**config.mk**
```make
export PLATFORM = sky130hd
export DESIGN_NAME = flag_cond_unit_flat
export DESIGN_NICKNAME = d
export VERILOG_FILES = /design/src/rtl/flag_cond_unit_if.sv /design/src/rtl/flag_cond_unit.sv /design/src/flat_wrapper.sv
export SDC_FILE = /design/constraint.sdc
export NUM_CORES = 1
export LEC_CHECK = 0
export ABC_AREA = 0
export BUFFER_PORTS_ARGS = -buffer_cell sky130_fd_sc_hd__buf_2
export CORE_ASPECT_RATIO = 1.25
export CORE_UTILIZATION = 52
export CTS_BUF_LIST = sky130_fd_sc_hd__clkbuf_4 sky130_fd_sc_hd__clkbuf_8
export DETAILED_ROUTE_END_ITERATION = 8
export GPL_ROUTABILITY_DRIVEN = 0
export PLACE_DENSITY = 0.81
export SETUP_SLACK_MARGIN = 0.15
export SYNTH_ARGS = -nofsm -noshare
export SYNTH_HDL_FRONTEND = slang
export SYNTH_SLANG_ARGS = --single-unit
```
**constraint.sdc**
```tcl
create_clock -name clk -period 2.4 [get_ports clk]
set_clock_uncertainty 0.2 [all_clocks]
set_input_delay 0.12 -clock clk [delete_from_list [all_inputs] [get_ports clk]]
set_output_delay 0.12 -clock clk [all_outputs]
set_load 0.01 [all_outputs]
```
**src/rtl/flag_cond_unit_if.sv**
```systemverilog
// Flag/condition bus between the ALU status path and the branch logic.
// The master drives flags, condition requests and result backpressure;
// the slave (flag_cond_unit) returns the latched flags and the taken result.
interface flag_cond_unit_if #(
    parameter int unsigned CNT_W = 16
);
    logic             flag_we;
    logic             z_in;
    logic             n_in;
    logic             c_in;
    logic             v_in;
    logic             cond_valid;
    logic [3:0]       cond;
    logic             cond_ready;
    logic             take_valid;
    logic             take;
    logic             take_ready;
    logic [3:0]       flags_out;
    logic [CNT_W-1:0] taken_cnt;

    modport master (
        output flag_we, z_in, n_in, c_in, v_in, cond_valid, cond, take_ready,
        input  cond_ready, take_valid, take, flags_out, taken_cnt
    );

    modport slave (
        input  flag_we, z_in, n_in, c_in, v_in, cond_valid, cond, take_ready,
        output cond_ready, take_valid, take, flags_out, taken_cnt
    );
endinterface

```
**src/rtl/flag_cond_unit.sv**
```systemverilog
// Status register plus condition-code evaluator with a one-deep
// valid/ready result stage and a counter of delivered taken results.
module flag_cond_unit #(
    parameter bit          BYPASS = 1'b1,
    parameter int unsigned CNT_W  = 16
) (
    input logic             clk,
    input logic             rst,
    flag_cond_unit_if.slave bus
);

    localparam logic [0:0] S_IDLE = 1'b0;
    localparam logic [0:0] S_HOLD = 1'b1;

    logic [0:0]       state_q, state_d;
    logic [3:0]       flags_q, flags_d;
    logic             take_q, take_d;
    logic [CNT_W-1:0] cnt_q, cnt_d;

    logic [3:0]       flags_in;
    logic [3:0]       eval_flags;
    logic             accept;
    logic             deliver;

    // Flags are held as {N,Z,C,V}.
    function automatic logic cond_eval(input logic [3:0] cc, input logic [3:0] f);
        logic n, z, c, v;
        n = f[3];
        z = f[2];
        c = f[1];
        v = f[0];
        case (cc)
            4'h0:    cond_eval = z;
            4'h1:    cond_eval = !z;
            4'h2:    cond_eval = c;
            4'h3:    cond_eval = !c;
            4'h4:    cond_eval = n;
            4'h5:    cond_eval = !n;
            4'h6:    cond_eval = v;
            4'h7:    cond_eval = !v;
            4'h8:    cond_eval = c & !z;
            4'h9:    cond_eval = !c | z;
            4'hA:    cond_eval = (n == v);
            4'hB:    cond_eval = (n != v);
            4'hC:    cond_eval = !z & (n == v);
            4'hD:    cond_eval = z | (n != v);
            4'hE:    cond_eval = 1'b1;
            default: cond_eval = 1'b0;
        endcase
    endfunction

    assign flags_in       = {bus.n_in, bus.z_in, bus.c_in, bus.v_in};
    assign bus.take_valid = (state_q == S_HOLD);
    assign bus.take       = take_q;
    assign bus.cond_ready = !bus.take_valid | bus.take_ready;
    assign bus.flags_out  = flags_q;
    assign bus.taken_cnt  = cnt_q;

    assign accept     = bus.cond_valid & bus.cond_ready;
    assign deliver    = bus.take_valid & bus.take_ready;
    assign eval_flags = (BYPASS && bus.flag_we) ? flags_in : flags_q;

    // Next-state: flag latch, result stage FSM and taken counter.
    always_comb begin
        state_d = state_q;
        flags_d = flags_q;
        take_d  = take_q;
        cnt_d   = cnt_q;

        if (bus.flag_we) begin
            flags_d = flags_in;
        end

        if (accept) begin
            state_d = S_HOLD;
            take_d  = cond_eval(bus.cond, eval_flags);
        end else if (deliver) begin
            state_d = S_IDLE;
        end

        if (deliver && take_q) begin
            cnt_d = cnt_q + 1'b1;
        end
    end

    // State registers with synchronous reset discarding any held result.
    always_ff @(posedge clk) begin
        if (rst) begin
            state_q <= S_IDLE;
            flags_q <= '0;
            take_q  <= 1'b0;
            cnt_q   <= '0;
        end else begin
            state_q <= state_d;
            flags_q <= flags_d;
            take_q  <= take_d;
            cnt_q   <= cnt_d;
        end
    end

endmodule

```
**src/flat_wrapper.sv**
```systemverilog
// flat-port wrapper written by rule: the top's interface ports become plain ports
module flag_cond_unit_flat 
#(
    parameter bit          BYPASS = 1'b1,
    parameter int unsigned CNT_W  = 16
)
  (clk, rst, bus_flag_we, bus_z_in, bus_n_in, bus_c_in, bus_v_in, bus_cond_valid, bus_cond, bus_take_ready, bus_cond_ready, bus_take_valid, bus_take, bus_flags_out, bus_taken_cnt);
  flag_cond_unit_if #(.CNT_W(CNT_W)) bus_i ();
  input logic clk;
  input logic rst;
  input wire logic [$bits(bus_i.flag_we)-1:0] bus_flag_we;
  input wire logic [$bits(bus_i.z_in)-1:0] bus_z_in;
  input wire logic [$bits(bus_i.n_in)-1:0] bus_n_in;
  input wire logic [$bits(bus_i.c_in)-1:0] bus_c_in;
  input wire logic [$bits(bus_i.v_in)-1:0] bus_v_in;
  input wire logic [$bits(bus_i.cond_valid)-1:0] bus_cond_valid;
  input wire logic [$bits(bus_i.cond)-1:0] bus_cond;
  input wire logic [$bits(bus_i.take_ready)-1:0] bus_take_ready;
  output wire logic [$bits(bus_i.cond_ready)-1:0] bus_cond_ready;
  output wire logic [$bits(bus_i.take_valid)-1:0] bus_take_valid;
  output wire logic [$bits(bus_i.take)-1:0] bus_take;
  output wire logic [$bits(bus_i.flags_out)-1:0] bus_flags_out;
  output wire logic [$bits(bus_i.taken_cnt)-1:0] bus_taken_cnt;
  assign bus_i.flag_we = bus_flag_we;
  assign bus_i.z_in = bus_z_in;
  assign bus_i.n_in = bus_n_in;
  assign bus_i.c_in = bus_c_in;
  assign bus_i.v_in = bus_v_in;
  assign bus_i.cond_valid = bus_cond_valid;
  assign bus_i.cond = bus_cond;
  assign bus_i.take_ready = bus_take_ready;
  assign bus_cond_ready = bus_i.cond_ready;
  assign bus_take_valid = bus_i.take_valid;
  assign bus_take = bus_i.take;
  assign bus_flags_out = bus_i.flags_out;
  assign bus_taken_cnt = bus_i.taken_cnt;
  flag_cond_unit #(.BYPASS(BYPASS), .CNT_W(CNT_W)) u_core (.clk(clk), .rst(rst), .bus(bus_i));
endmodule
```
==> run summary <==
Peak VDD IR -> 0.3065 mV
Async SR Flop Fraction -> 0%
top-area cell type share of the netlist area -> 37.49%
Hold Startpoint -> bus_take_ready
slowest stage cell on the critical path -> dlygate4sd3_1
mux cell area share after synthesis -> 9.265%
Die Y -> 55.15 um
max-cap viol count -> 0
pwr dens -> 516.5 nW/um2
status -> complete, no violations
Top FF cell, synth -> dfxtp_1
CTS max path bufs -> 2
worst hold slack -> 24.25 ps
leading area contributor after synthesis -> dfxtp_1
flops & latches, synth -> 22
slew margin rel. -> 72.48%
final setup TNS -> 0 ps
total CTS buffers -> 3
Area Overhead vs Synth -> 25.88%
FF-to-FF End -> u_core.bus.taken_cnt[11]$_SDFFE_PP0P_
Adder-Cell Fraction of Synth Area -> 1.065%
type of origin of the critical path -> input pin
Hold Crit Endpoint -> u_core.bus.take_valid$_SDFFE_PP0P_
post-DP HPWL -> 1923 um
number of synthesized flops with an enable pin -> 0
fin crit period -> 1995 ps
vias per std cell -> 5.448
H-tree levels -> 1
clock sink total -> 22
routed via count -> 1,106
sequential area share after synthesis -> 37.49%
Critical Path AT -> 2010 ps
Synth Warn # -> 0
first-pass GRT wire length -> 4333 um
largest net degree at the start of global routing -> 23
synthesized area per cell -> 8.901 um2
PortBufs -> 35
first-pass iteration count of the detailed router -> 4
share of cells above drive strength 1 -> 24.28%
all-layer global routing usage -> 24.43%
setup violators final -> 0
Die X -> 44.52 um
compound-gate portion of the synthesized area -> 11.18%
leakage -> 0.6322 nW
Skew-Pair Late Insertion Delay -> 310 ps
Syn Inst Count -> 132
simple-gate area share of the yosys netlist -> 25.88%
Worst-Margin Slew -> 401.4 ps
pins over their slew limit -> 0
number of global-route vias before repair -> 1,005
initial cell density of the core -> 57.33%
R2R cell count -> 4
Ant. Diodes -> 0
worst flop-to-flop path startpoint -> u_core.bus.take$_SDFFE_PP0P_
largest family of logic cells by synthesized area -> simple AND/OR/NAND/NOR gates
R2R Setup Slk -> 480 ps
WL final -> 2627 um
cell family with most CP delay -> buffers and inverters
core area -> 2049 um2
initial antenna violation count -> 0
Placed Instances -> 192
Max stage delay on crit path -> 540 ps
NumNets Final -> 188
Syn Std Cell Area -> 1175 um2
critical path type -> in2reg
critical path peak fanout -> 4
Synth Area in XOR/XNOR -> 11.18%
Cells on Worst Hold Path -> 3
Ports -> 36
final non-filler cell total -> 203
final hold violations -> 0
Crit. End Element -> flop
Fmax achieved -> 0.5013 GHz
Die Area -> 2455 um2
CP bufs+invs -> 2
post-DR wirelength/cell -> 12.94 um
total gr overflow -> 0
Area contributors post-synth -> dfxtp_1 (37%), xnor2_1 (6.7%), nor2_1 (6.4%)
critical path data required time -> 2410 ps
Reg clk slew, reported paths -> 120 ps
TritonCTS clock tree -> built
antenna-violating nets left -> 0
clk root buf -> clkbuf_4
initial DRC count -> 21
Hold WC Path Type -> in2reg
DRC Markers -> 0
syn_nets -> 146
Distinct cells, synth -> 36
CP Cell Sequence -> dlygate4sd3_1, buf_2, mux4_2, nor4b_4, a2111oi_2, o211ai_1, o21a_1
fin crit share -> 83.12%
RSZ-0062 raised after global routing -> false
Rows -> 18
-- where the power goes --
group / internal [W] / switching (W)
clock network: 0.000169 / 0.000114
logic: 0.0000492 / 0.0000524
registers: 0.000372 / 0.00000703
-- Yosys cell counts (3+ instances only) --
| master | number |
|---|---|
| nand2_1 | 10 |
| o21ai_0 | 4 |
| xnor2_1 | 9 |
| xor2_1 | 6 |
| nor2_1 | 20 |
| inv_1 | 4 |
| a21oi_1 | 6 |
| nand4_1 | 4 |
| nor3_1 | 5 |
| nand3_1 | 4 |
| and4_1 | 3 |
| or3_1 | 4 |
| dfxtp_1 | 22 |
| mux2i_1 | 6 |
-- cells in the final DEF (no fill, tap or decap), types with 2 or more instances in the layout --
cell and n:
nor2b_1 2, a22oi_1 2, nand3_1 4, buf_2 35, nand2_1 10, and4_1 3
clkbuf_4 3, mux2i_1 6, nor3_1 5, dlygate4sd3_1 7, nor2_1 20, xor2_1 6
xnor2_1 9, inv_1 4, a21oi_1 6, dfxtp_1 22, or3_1 4, o21ai_0 4
nand4_1 4
-- metrics by stage --
stage / util (%) / total power (W) / area, um2 / setup WS, ps
2_1_floorplan: - / 0.0004467 / 1175 / 593.6
4_1_cts: 72.16 / 0.0007692 / 1479 / 409.1
5_1_grt: 72.16 / 0.0007989 / 1479 / 286.0
3_3_place_gp: 66.18 / 0.0004752 / 1356 / 510.0
6_report: 72.16 / 0.0007639 / 1479 / 405.1
3_5_place_dp: 66.18 / 0.0004779 / 1356 / 467.0
-- cell type report --
cell class / count / area [um2]
Clock buffer: 3 / 22.52
Clock inverter: 1 / 30.03
Fill cell: 169 / 570.5
Inverter: 4 / 15.01
Multi-Input combinational cell: 101 / 688.2
Sequential cell: 22 / 440.4
Tap cell: 30 / 37.54
Timing Repair Buffer: 42 / 245.2
-- cells by family (layout without fill, tap and decap cells) --
group           count (synthesis)  count (layout)
compound gates                 19              19
xor+xnor                       15              15
fa+ha+maj                       1               1
buf+inv                         9              50
flops                          22              22
mux                             8               8
simple gates                   58              58
-- worst register-to-register path: stages, from the launching register on --
cell,delay [ps]
dfxtp_1,410
and3_1,330
nand4_1,310
or3_1,420
a21oi_1,170
-- state kept, by name (all words and copies together) (netlist names) --
| signal | flops |
|---|---|
| u_core.bus.flags_out | 4 |
| u_core.bus.take_valid | 1 |
| u_core.bus.taken_cnt | 16 |
| u_core.bus.take | 1 |
-- worst max-delay path by stage --
stage | cells after the start | slack [ps] | from | end
floorplan | 5 | 590 | u_core.bus.flags_out[3]$_SDFF_PP0_ | u_core.bus.take$_SDFFE_PP0P_
global placement | 6 | 510 | bus_flag_we | u_core.bus.take$_SDFFE_PP0P_
detailed placement | 6 | 470 | bus_flag_we | u_core.bus.take$_SDFFE_PP0P_
CTS | 7 | 410 | bus_n_in | u_core.bus.take$_SDFFE_PP0P_
global route | 5 | 290 | u_core.bus.take$_SDFFE_PP0P_ | u_core.bus.taken_cnt[13]$_SDFFE_PP0P_
finish | 7 | 410 | bus_n_in | u_core.bus.take$_SDFFE_PP0P_
-- layer usage --
layer,vias to the layer above,part of all wire (%),track usage (%)
met3,6,2.9,3.896
met4,0,1.8,12.63
met2,23,53,45.10
met1,526,42,26.85
li1,551,-,-
met5,-,0,0
-- repair_timing --
item / CTS / global route
buffers inserted: 0 / 0
hold endpoints to repair: 9 / 0
gates resized for setup: 0 / 0
hold buffers: 7 / 0
(Power assumes the default switching activity.)
